[config.mk]
export PLATFORM = sky130hd
export DESIGN_NAME = seq_det_scheduler_flat
export DESIGN_NICKNAME = d
export VERILOG_FILES = /design/src/rtl/seq_det_scheduler_if.sv /design/src/rtl/seq_det_scheduler.sv /design/src/flat_wrapper.sv
export SDC_FILE = /design/constraint.sdc
export NUM_CORES = 1
export LEC_CHECK = 0
export ABC_AREA = 1
export BUFFER_PORTS_ARGS = -buffer_cell sky130_fd_sc_hd__clkbuf_2
export CORE_MARGIN = 2
export CORE_UTILIZATION = 58
export DETAILED_ROUTE_END_ITERATION = 6
export PLACE_DENSITY = 0.81
export SKIP_LAST_GASP = 1
export SLEW_MARGIN = 5
export SYNTH_ARGS = -nofsm -noshare
export SYNTH_HDL_FRONTEND = slang
export SYNTH_SLANG_ARGS = --single-unit
[constraint.sdc]
create_clock -name clk -period 3 [get_ports clk]
set_input_delay 0.6 -clock clk [delete_from_list [all_inputs] [get_ports clk]]
set_output_delay 0.6 -clock clk [all_outputs]
set_load 0.01 [all_outputs]
[src/rtl/seq_det_scheduler_if.sv]
// Bus bundle for the serial pattern detector: config handshake, run control,
// bit stream and run results. The master drives config/stream, the slave is the detector.
interface seq_det_scheduler_if #(
  parameter int MAX_LEN = 8,
  parameter int CNT_W   = 8,
  parameter int TMO_W   = 16
);
  logic               cfg_valid;
  logic               cfg_ready;
  logic [MAX_LEN-1:0] cfg_pattern;
  logic [3:0]         cfg_len;
  logic               cfg_overlap;
  logic [CNT_W-1:0]   cfg_max_hits;
  logic [TMO_W-1:0]   cfg_timeout;
  logic               cfg_err;
  logic               start;
  logic               abort;
  logic               in;
  logic               in_valid;
  logic               hit;
  logic [CNT_W-1:0]   hit_count;
  logic               busy;
  logic               done;
  logic [1:0]         status;

  modport master (
    output cfg_valid, cfg_pattern, cfg_len, cfg_overlap, cfg_max_hits, cfg_timeout,
    output start, abort, in, in_valid,
    input  cfg_ready, cfg_err, hit, hit_count, busy, done, status
  );

  modport slave (
    input  cfg_valid, cfg_pattern, cfg_len, cfg_overlap, cfg_max_hits, cfg_timeout,
    input  start, abort, in, in_valid,
    output cfg_ready, cfg_err, hit, hit_count, busy, done, status
  );
endinterface

[src/rtl/seq_det_scheduler.sv]
// Run-time serial pattern detector: programmable pattern/length/overlap, hit limit
// and bit timeout; registered hit/done pulses and a final status code per run.
module seq_det_scheduler #(
  parameter int MAX_LEN = 8,
  parameter int CNT_W   = 8,
  parameter int TMO_W   = 16
) (
  input  logic             clk,
  input  logic             rst,
  seq_det_scheduler_if.slave bus
);

  typedef enum logic [1:0] {IDLE, ARMED, SCAN, DONE} state_t;

  localparam logic [3:0] MaxLenW = 4'(MAX_LEN);

  state_t             state_q, state_d;
  logic [MAX_LEN-1:0] cfgPattern_q, cfgPattern_d;
  logic [3:0]         cfgLen_q, cfgLen_d;
  logic               cfgOverlap_q, cfgOverlap_d;
  logic [CNT_W-1:0]   cfgMaxHits_q, cfgMaxHits_d;
  logic [TMO_W-1:0]   cfgTimeout_q, cfgTimeout_d;
  logic [MAX_LEN-1:0] hist_q, hist_d;
  logic [3:0]         fill_q, fill_d;
  logic [TMO_W-1:0]   bitCnt_q, bitCnt_d;
  logic [CNT_W-1:0]   hitCount_q, hitCount_d;
  logic [1:0]         status_q, status_d;
  logic               hit_q, hit_d;
  logic               done_q, done_d;
  logic               cfgErr_q, cfgErr_d;

  logic [MAX_LEN-1:0] newHist;
  logic [MAX_LEN-1:0] lenMask;
  logic [3:0]         newFill;
  logic [TMO_W-1:0]   newBitCnt;
  logic [CNT_W-1:0]   newHitCount;
  logic               isMatch;
  logic               cfgLegal;

  always_ff @(posedge clk) begin
    if (!rst) begin
      state_q      <= IDLE;
      cfgPattern_q <= '0;
      cfgLen_q     <= '0;
      cfgOverlap_q <= 1'b0;
      cfgMaxHits_q <= '0;
      cfgTimeout_q <= '0;
      hist_q       <= '0;
      fill_q       <= '0;
      bitCnt_q     <= '0;
      hitCount_q   <= '0;
      status_q     <= '0;
      hit_q        <= 1'b0;
      done_q       <= 1'b0;
      cfgErr_q     <= 1'b0;
    end else begin
      state_q      <= state_d;
      cfgPattern_q <= cfgPattern_d;
      cfgLen_q     <= cfgLen_d;
      cfgOverlap_q <= cfgOverlap_d;
      cfgMaxHits_q <= cfgMaxHits_d;
      cfgTimeout_q <= cfgTimeout_d;
      hist_q       <= hist_d;
      fill_q       <= fill_d;
      bitCnt_q     <= bitCnt_d;
      hitCount_q   <= hitCount_d;
      status_q     <= status_d;
      hit_q        <= hit_d;
      done_q       <= done_d;
      cfgErr_q     <= cfgErr_d;
    end
  end

  // Match is judged on the history and fill count with the incoming bit included.
  always_comb begin
    newHist     = {hist_q[MAX_LEN-2:0], bus.in};
    newFill     = (fill_q == MaxLenW) ? fill_q : fill_q + 4'd1;
    newBitCnt   = bitCnt_q + 1'b1;
    newHitCount = (&hitCount_q) ? hitCount_q : hitCount_q + 1'b1;
    for (int i = 0; i < MAX_LEN; i++) begin
      lenMask[i] = (i < int'(cfgLen_q));
    end
    isMatch  = (newFill >= cfgLen_q) && (((newHist ^ cfgPattern_q) & lenMask) == '0);
    cfgLegal = (bus.cfg_len != 4'd0) && (bus.cfg_len <= MaxLenW);
  end

  always_comb begin
    state_d      = state_q;
    cfgPattern_d = cfgPattern_q;
    cfgLen_d     = cfgLen_q;
    cfgOverlap_d = cfgOverlap_q;
    cfgMaxHits_d = cfgMaxHits_q;
    cfgTimeout_d = cfgTimeout_q;
    hist_d       = hist_q;
    fill_d       = fill_q;
    bitCnt_d     = bitCnt_q;
    hitCount_d   = hitCount_q;
    status_d     = status_q;
    hit_d        = 1'b0;
    done_d       = 1'b0;
    cfgErr_d     = 1'b0;

    case (state_q)
      IDLE, DONE, ARMED: begin
        if ((state_q != ARMED) && bus.cfg_valid) begin
          if (cfgLegal) begin
            cfgPattern_d = bus.cfg_pattern;
            cfgLen_d     = bus.cfg_len;
            cfgOverlap_d = bus.cfg_overlap;
            cfgMaxHits_d = bus.cfg_max_hits;
            cfgTimeout_d = bus.cfg_timeout;
            state_d      = ARMED;
          end else begin
            cfgErr_d = 1'b1;
          end
        end else if ((state_q != IDLE) && bus.start) begin
          hist_d     = '0;
          fill_d     = '0;
          bitCnt_d   = '0;
          hitCount_d = '0;
          status_d   = 2'b00;
          state_d    = SCAN;
        end
      end
      SCAN: begin
        if (bus.abort) begin
          status_d = 2'b11;
          done_d   = 1'b1;
          state_d  = DONE;
        end else if (bus.in_valid) begin
          hist_d   = newHist;
          fill_d   = newFill;
          bitCnt_d = newBitCnt;
          if (isMatch) begin
            hit_d      = 1'b1;
            hitCount_d = newHitCount;
            fill_d     = cfgOverlap_q ? newFill : 4'd0;
          end
          if (isMatch && (cfgMaxHits_q != '0) && (newHitCount == cfgMaxHits_q)) begin
            status_d = 2'b01;
            done_d   = 1'b1;
            state_d  = DONE;
          end else if ((cfgTimeout_q != '0) && (newBitCnt == cfgTimeout_q)) begin
            status_d = 2'b10;
            done_d   = 1'b1;
            state_d  = DONE;
          end
        end
      end
      default: state_d = IDLE;
    endcase
  end

  assign bus.cfg_ready = (state_q == IDLE) || (state_q == DONE);
  assign bus.cfg_err   = cfgErr_q;
  assign bus.hit       = hit_q;
  assign bus.hit_count = hitCount_q;
  assign bus.busy      = (state_q == SCAN);
  assign bus.done      = done_q;
  assign bus.status    = status_q;

endmodule

[src/flat_wrapper.sv]
// flat-port wrapper written by rule: the top's interface ports become plain ports
module seq_det_scheduler_flat 
#(
  parameter int MAX_LEN = 8,
  parameter int CNT_W   = 8,
  parameter int TMO_W   = 16
)
  (clk, rst, bus_cfg_valid, bus_cfg_pattern, bus_cfg_len, bus_cfg_overlap, bus_cfg_max_hits, bus_cfg_timeout, bus_start, bus_abort, bus_in, bus_in_valid, bus_cfg_ready, bus_cfg_err, bus_hit, bus_hit_count, bus_busy, bus_done, bus_status);
  seq_det_scheduler_if #(.MAX_LEN(MAX_LEN), .CNT_W(CNT_W), .TMO_W(TMO_W)) bus_i ();
  input  logic clk;
  input  logic rst;
  input wire logic [$bits(bus_i.cfg_valid)-1:0] bus_cfg_valid;
  input wire logic [$bits(bus_i.cfg_pattern)-1:0] bus_cfg_pattern;
  input wire logic [$bits(bus_i.cfg_len)-1:0] bus_cfg_len;
  input wire logic [$bits(bus_i.cfg_overlap)-1:0] bus_cfg_overlap;
  input wire logic [$bits(bus_i.cfg_max_hits)-1:0] bus_cfg_max_hits;
  input wire logic [$bits(bus_i.cfg_timeout)-1:0] bus_cfg_timeout;
  input wire logic [$bits(bus_i.start)-1:0] bus_start;
  input wire logic [$bits(bus_i.abort)-1:0] bus_abort;
  input wire logic [$bits(bus_i.in)-1:0] bus_in;
  input wire logic [$bits(bus_i.in_valid)-1:0] bus_in_valid;
  output wire logic [$bits(bus_i.cfg_ready)-1:0] bus_cfg_ready;
  output wire logic [$bits(bus_i.cfg_err)-1:0] bus_cfg_err;
  output wire logic [$bits(bus_i.hit)-1:0] bus_hit;
  output wire logic [$bits(bus_i.hit_count)-1:0] bus_hit_count;
  output wire logic [$bits(bus_i.busy)-1:0] bus_busy;
  output wire logic [$bits(bus_i.done)-1:0] bus_done;
  output wire logic [$bits(bus_i.status)-1:0] bus_status;
  assign bus_i.cfg_valid = bus_cfg_valid;
  assign bus_i.cfg_pattern = bus_cfg_pattern;
  assign bus_i.cfg_len = bus_cfg_len;
  assign bus_i.cfg_overlap = bus_cfg_overlap;
  assign bus_i.cfg_max_hits = bus_cfg_max_hits;
  assign bus_i.cfg_timeout = bus_cfg_timeout;
  assign bus_i.start = bus_start;
  assign bus_i.abort = bus_abort;
  assign bus_i.in = bus_in;
  assign bus_i.in_valid = bus_in_valid;
  assign bus_cfg_ready = bus_i.cfg_ready;
  assign bus_cfg_err = bus_i.cfg_err;
  assign bus_hit = bus_i.hit;
  assign bus_hit_count = bus_i.hit_count;
  assign bus_busy = bus_i.busy;
  assign bus_done = bus_i.done;
  assign bus_status = bus_i.status;
  seq_det_scheduler #(.MAX_LEN(MAX_LEN), .CNT_W(CNT_W), .TMO_W(TMO_W)) u_core (.clk(clk), .rst(rst), .bus(bus_i));
endmodule
### Yosys cells after proc, flatten, opt, wreduce, memory -nomap -nowiden

Index checks and enable logic that the tools add are counted.

* bitwise operators: 5
* shift operators: 0
* div/mod/pow operators: 0
* multiplexer cells: 44
* multipliers: 0
* eq/ne operators: 16
* reduce and logical (&&, ||, !) cells: 24
* order comparisons: 10
* add/sub/neg operators: 3

Operator list (number)
* $mux 16: 4
* $mux 8: 6
* $pmux 16 s2: 1
* $mux 4: 7
* $mux 2: 13
* $add 16x1->16 const B: 1
* $eq 16x16->1: 1
* $lt 3x4->1 const A: 4
* $pmux 8 s2: 1
* $reduce_bool 16->1: 1
* $mux 7: 2
* $pmux 7 s2: 1
* $reduce_and 4->1: 3
* $add 8x1->8 const B: 1
* $and 8x8->8: 1
* $eq 8x8->1: 1
* $logic_not 8->1: 1
* $lt 1x4->1 const A: 2
* $lt 2x4->1 const A: 2
* $pmux 2 s2: 2
* $pmux 4 s2: 1
* $reduce_and 8->1: 1
* $reduce_bool 8->1: 1
* $xor 8x8->8: 1
* other kinds (24): 43

* flip-flop bits (word level): 79
* output and inout bits: 15
* memory bits (read-only): 0
* latch bits: 0
* bits of input ports: 44
* memories kept: 0
* memory bits (writable): 0

### Logic depth before layout (Yosys ltp)

* depth in word-level cells: 10
* depth in mapped cells: 19

### Worst setup path before layout

No wires, ideal clock.

* path kind: register to register
* start point: register u_core.fill_q[0]
* end point: register u_core.status_q[1] (netlist: u_core.bus.status[1])
* buffers on the path: 0
* slack: 803 ps
* stages on the path, launching flop included: 18
* data arrival time: 2082 ps
* clock period less this slack: 2197 ps
* data required time: 2885 ps
* cell sequence: dfxtp_1 > inv_1 > ha_1 > nand2_1 > nor2_1 > xor2_1 > ha_1 > nand4_1 > nand3_1 > nand3_1 > nor3_1 > nand2_1 > nand2_1 > nand2_2 > nand2_4 > nand3_1 > nand2_1 > nor2_1

* cells in the longest elaborated chain, start to end: 10

RTL lines
* start: declaration: RTL line seq_det_scheduler.sv:24 `logic [3:0] fill_q, fill_d;`
* start signal: assignment: RTL line seq_det_scheduler.sv:64 `fill_q <= fill_d;`
* $add 4x1->4 / $eq 4x4->1 (equally long branches): RTL line seq_det_scheduler.sv:77 `newFill = (fill_q == MaxLenW) ? fill_q : fill_q + 4'd1;`
* $mux 4 (*): RTL line seq_det_scheduler.sv:77
* $ge 4x4->1 (*): RTL line seq_det_scheduler.sv:83 `isMatch = (newFill >= cfgLen_q) && (((newHist ^ cfgPattern_q) & lenMask) == '0);`
* $logic_and 1x1->1 (*): RTL line seq_det_scheduler.sv:83
* $logic_and 1x1->1 (*) (2 in series): RTL line seq_det_scheduler.sv:139 `if (isMatch && (cfgMaxHits_q != '0) && (newHitCount == cfgMaxHits_q)) begin`
* $mux 2: RTL line seq_det_scheduler.sv:139
* $mux 2: RTL line seq_det_scheduler.sv:130 `end else if (bus.in_valid) begin`
* $mux 2: RTL line seq_det_scheduler.sv:126 `if (bus.abort) begin`
* $pmux 2 s2: RTL line seq_det_scheduler.sv:103 `case (state_q)`
* end signal: assignment: RTL line seq_det_scheduler.sv:67 `status_q <= status_d;`
* end: declaration: RTL line seq_det_scheduler.sv:27 `logic [1:0] status_q, status_d;`

Every way passes the cells marked *; elsewhere a longest branch is shown, timed or not. The select of a mux whose other input is x is not followed.
A chain may end at the register's enable or synchronous reset.

### Final worst setup path

* start point: register u_core.fill_q[0]
* end point: register u_core.state_q[0]

* cells in the longest elaborated chain, start to end: 10

RTL lines
* $add 4x1->4 / $eq 4x4->1 (equally long branches): RTL line seq_det_scheduler.sv:77
* $mux 4 (*): RTL line seq_det_scheduler.sv:77
* $ge 4x4->1 (*): RTL line seq_det_scheduler.sv:83
* $logic_and 1x1->1 (*): RTL line seq_det_scheduler.sv:83
* $logic_and 1x1->1 (*) (2 in series): RTL line seq_det_scheduler.sv:139
* $mux 2: RTL line seq_det_scheduler.sv:139
* $mux 2: RTL line seq_det_scheduler.sv:130
* $mux 2: RTL line seq_det_scheduler.sv:126
* $pmux 2 s2: RTL line seq_det_scheduler.sv:103
* end signal: assignment: RTL line seq_det_scheduler.sv:57 `state_q <= state_d;`
* end: declaration: RTL line seq_det_scheduler.sv:17 `state_t state_q, state_d;`

Marked as above.

==> results.sh <==
export IMPL_finalCriticalPeriod_ns=2.51
export IMPL_grtUsageTotal_pct=25.8
export IMPL_syn_area_um2=4390
export IMPL_drt_total_wl_mm=10.3
export IMPL_worstMarginPinSlew_ns=0.467
export IMPL_worstSetupEndpointType="flop"
export IMPL_area_growth_pct=14.1
export IMPL_comb_power_share_pct=25.6
export IMPL_r2r_slack_ns=0.49
export IMPL_dp_hpwl_mm=7.65
export IMPL_max_slew_margin_pct=68.9
export IMPL_rr_endpoint="u_core.state_q[0]$_SDFFE_PN0P_"
export IMPL_start_kind="flop"
export IMPL_p_leak_nw=2.21
export IMPL_drc_errors=0
export IMPL_final_setup_skew_ns=0.0101
export IMPL_power_density_nw_per_um2=574
export IMPL_layout_drive_gt1_share_pct=16.0
export IMPL_ir_drop_mv=0.412
export IMPL_hold_class="in2reg"
export IMPL_antennaDiodeCount=0
export IMPL_grt_pass1_wl_mm=17.6
export IMPL_postCtsSetupBuffers=0
export IMPL_coreArea_um2=7290
export IMPL_grt_max_degree=40
export IMPL_start_util_pct=60.1
export IMPL_switchingPower_mw=0.981
export IMPL_finalHoldViolations=0
export IMPL_dieArea_um2=8270
export IMPL_maxCapViolCount=0
export IMPL_gr_total_overflow=0
export IMPL_tritoncts="built"
export IMPL_antenna_found_initial=0
export IMPL_cts_hold_buf=0
export IMPL_vias_per_cell=5.30
export IMPL_rr_startpoint="u_core.fill_q[0]$_SDFFE_PN0P_"
export IMPL_final_area_um2=5000
export IMPL_cp_arrival_ns=2.77
export IMPL_cts_sinks=79
export IMPL_cts_resized=0
export IMPL_rsz0062_at_grt="false"
export IMPL_ys_seq_area_share_pct=36.1
export IMPL_finalCritPeriodShare_pct=83.8
export IMPL_wl_per_cell_um=12.4
export IMPL_syn_area_per_cell_um2=6.55
export IMPL_critical_path_class="reg2reg"
export IMPL_synth_edf_count=0
export IMPL_rows=31
export IMPL_numCtsBuffers=9
export IMPL_clockBufferDepth=2
export IMPL_status="complete, no violations"
export IMPL_fin_util_pct=68.6
export IMPL_required_ns=3.26
export IMPL_fmax_mhz=398
export IMPL_fin_tns_setup_ns=0
export IMPL_synth_nets=724
export IMPL_ant_nets=0
export IMPL_cts_htree_levels=3
export IMPL_critPathMaxFanout=7
export IMPL_synth_seq_cells=79
export IMPL_placed_cell_area_um2=4780
export IMPL_power_frac_seq_pct=43.0
export IMPL_netlist_instances=670
export IMPL_fp_dieH_um=91.0
export IMPL_ys_flop_type="dfxtp_1"
export IMPL_setup_viol=0
export IMPL_die_w_um=91.0
export IMPL_switching_share_pct=34.2
export IMPL_async_flop_share_pct=0
export IMPL_vias=4401
export IMPL_io_buffers=58
export IMPL_cp_startpoint="u_core.fill_q[0]$_SDFFE_PN0P_"
export IMPL_drtIter0Drc=199
export IMPL_internal_power_mw=1.89
export IMPL_r2r_cells=17
export IMPL_grt_pass1_vias=4116
export IMPL_clk_pin_slew_ns=0.09
export IMPL_slew_viol_final=0
export IMPL_insertion_delay_ns=0.36
export IMPL_crit_end="u_core.state_q[0]$_SDFFE_PN0P_"
export IMPL_nets=781
export IMPL_cts_root_buf="clkbuf_8"
export IMPL_top_level_ports=59
export IMPL_firstDrtPassIters=4
export IMPL_synth_warnings=0
export IMPL_gp_congestion=0.911
export IMPL_clock_power_share_pct=31.4
export IMPL_synth_cell_types=32
cell families after synthesis:
kind of cell	Yosys count	synth area share [%]
DFF	79	36.1
adders and majority gates	10	2.85
xor gates and xnor gates	11	2.54
and+or+nand+nor	352	35.6
buffers and inverters	91	7.90
AOI/OAI and AO/OA	127	15.1
synthesized netlist by cell type (5+ instances only):
| library cell | count | area share, % |
|---|---|---|
| nand2_1 | 191 | 16 |
| dfxtp_1 | 79 | 36 |
| a21oi_1 | 68 | 7.8 |
| inv_1 | 65 | 5.6 |
| nor2_1 | 59 | 5.0 |
| nand3_1 | 56 | 6.4 |
| o21ai_0 | 49 | 5.6 |
| clkbuf_1 | 14 | 1.2 |
| ha_1 | 10 | 2.9 |
| nand4_1 | 10 | 1.4 |
| nor2_2 | 8 | 1.1 |
| inv_2 | 7 | 0.60 |
| nand2_2 | 7 | 1.0 |
| xor2_1 | 6 | 1.2 |
| nor2_4 | 5 | 1.3 |
power by group through the flow:
stage          clock (mW)  combinational [mW]  sequential, mW
4_1_cts             0.925               0.736            1.23
3_3_place_gp            0               0.710            1.25
3_5_place_dp            0               0.734            1.25
2_1_floorplan           0               0.527            1.24
5_1_grt             0.963               0.834            1.25
6_report            0.902               0.736            1.23
cell type report:
type	instances	area, um^2
clock inverters	7	103
clock buffers	9	124
repair buffers	65	343
inverters	72	270
well taps	99	124
multi-input cells	500	2460
flip-flops and latches	79	1580
fillers	675	2290
metal layers:
layer  track usage, %  routed length [um]
met1             31.6                4640
met2             44.8                4890
met3             5.48                 532
met4             9.22                 238
met5                0                   0
worst max-delay path, cell delays in order (launching register included):
cell	delay, ns
dfxtp_1	0.42
inv_1	0.07
ha_1	0.19
nand2_1	0.06
nor2_1	0.05
xor2_1	0.16
ha_1	0.29
nand4_1	0.09
nand3_1	0.10
nand3_1	0.22
nor3_1	0.20
nand2_1	0.10
nand2_1	0.09
nand2_2	0.07
nand2_4	0.09
nand3_1	0.07
nand2_1	0.07
nor2_1	0.05
through the flow:
step                hold WS (ns)  cells  power (mW)  setup WS (ns)
finish                     0.462    831        2.87          0.485
global route               0.463    831        3.04          0.247
CTS                        0.444    831        2.89          0.470
detailed placement         0.462    815        1.99          0.469
global placement           0.459    815        1.96          0.686
floorplan                  0.445    670        1.77          0.803
cells in the final DEF (no fill, tap or decap), drive strengths merged, types with 7 or more instances in the layout:
cell type	count
nand2	201
dfxtp	79
inv	74
nor2	72
a21oi	70
clkbuf	67
nand3	59
o21ai	52
nand4	10
ha	10
buf	7
worst min-delay path by stage:
| stage | from | to | slack [ns] | cells past startpoint |
|---|---|---|---|---|
| final | bus_cfg_pattern[0] | u_core.cfgPattern_q[0]$_SDFFE_PN0P_ | 0.46 | 3 |
| after global routing | bus_cfg_pattern[0] | u_core.cfgPattern_q[0]$_SDFFE_PN0P_ | 0.46 | 3 |
| after CTS | bus_cfg_pattern[0] | u_core.cfgPattern_q[0]$_SDFFE_PN0P_ | 0.44 | 3 |
| after detailed placement | u_core.cfgPattern_q[2]$_SDFFE_PN0P_ | u_core.cfgPattern_q[2]$_SDFFE_PN0P_ | 0.46 | 2 |
| after global placement | u_core.cfgPattern_q[5]$_SDFFE_PN0P_ | u_core.cfgPattern_q[5]$_SDFFE_PN0P_ | 0.46 | 2 |
| after floorplan | u_core.cfgPattern_q[2]$_SDFFE_PN0P_ | u_core.cfgPattern_q[2]$_SDFFE_PN0P_ | 0.45 | 2 |
state kept, by name (all words and copies together), names as in the netlist, 2 cells and up:
| register | cells |
|---|---|
| u_core.bitCnt_q | 16 |
| u_core.bus.hit_count | 8 |
| u_core.bus.status | 2 |
| u_core.cfgLen_q | 4 |
| u_core.cfgMaxHits_q | 8 |
| u_core.cfgPattern_q | 8 |
| u_core.cfgTimeout_q | 16 |
| u_core.fill_q | 4 |
| u_core.hist_q | 7 |
| u_core.state_q | 2 |
No activity file was read; power rests on OpenSTA's default activity.
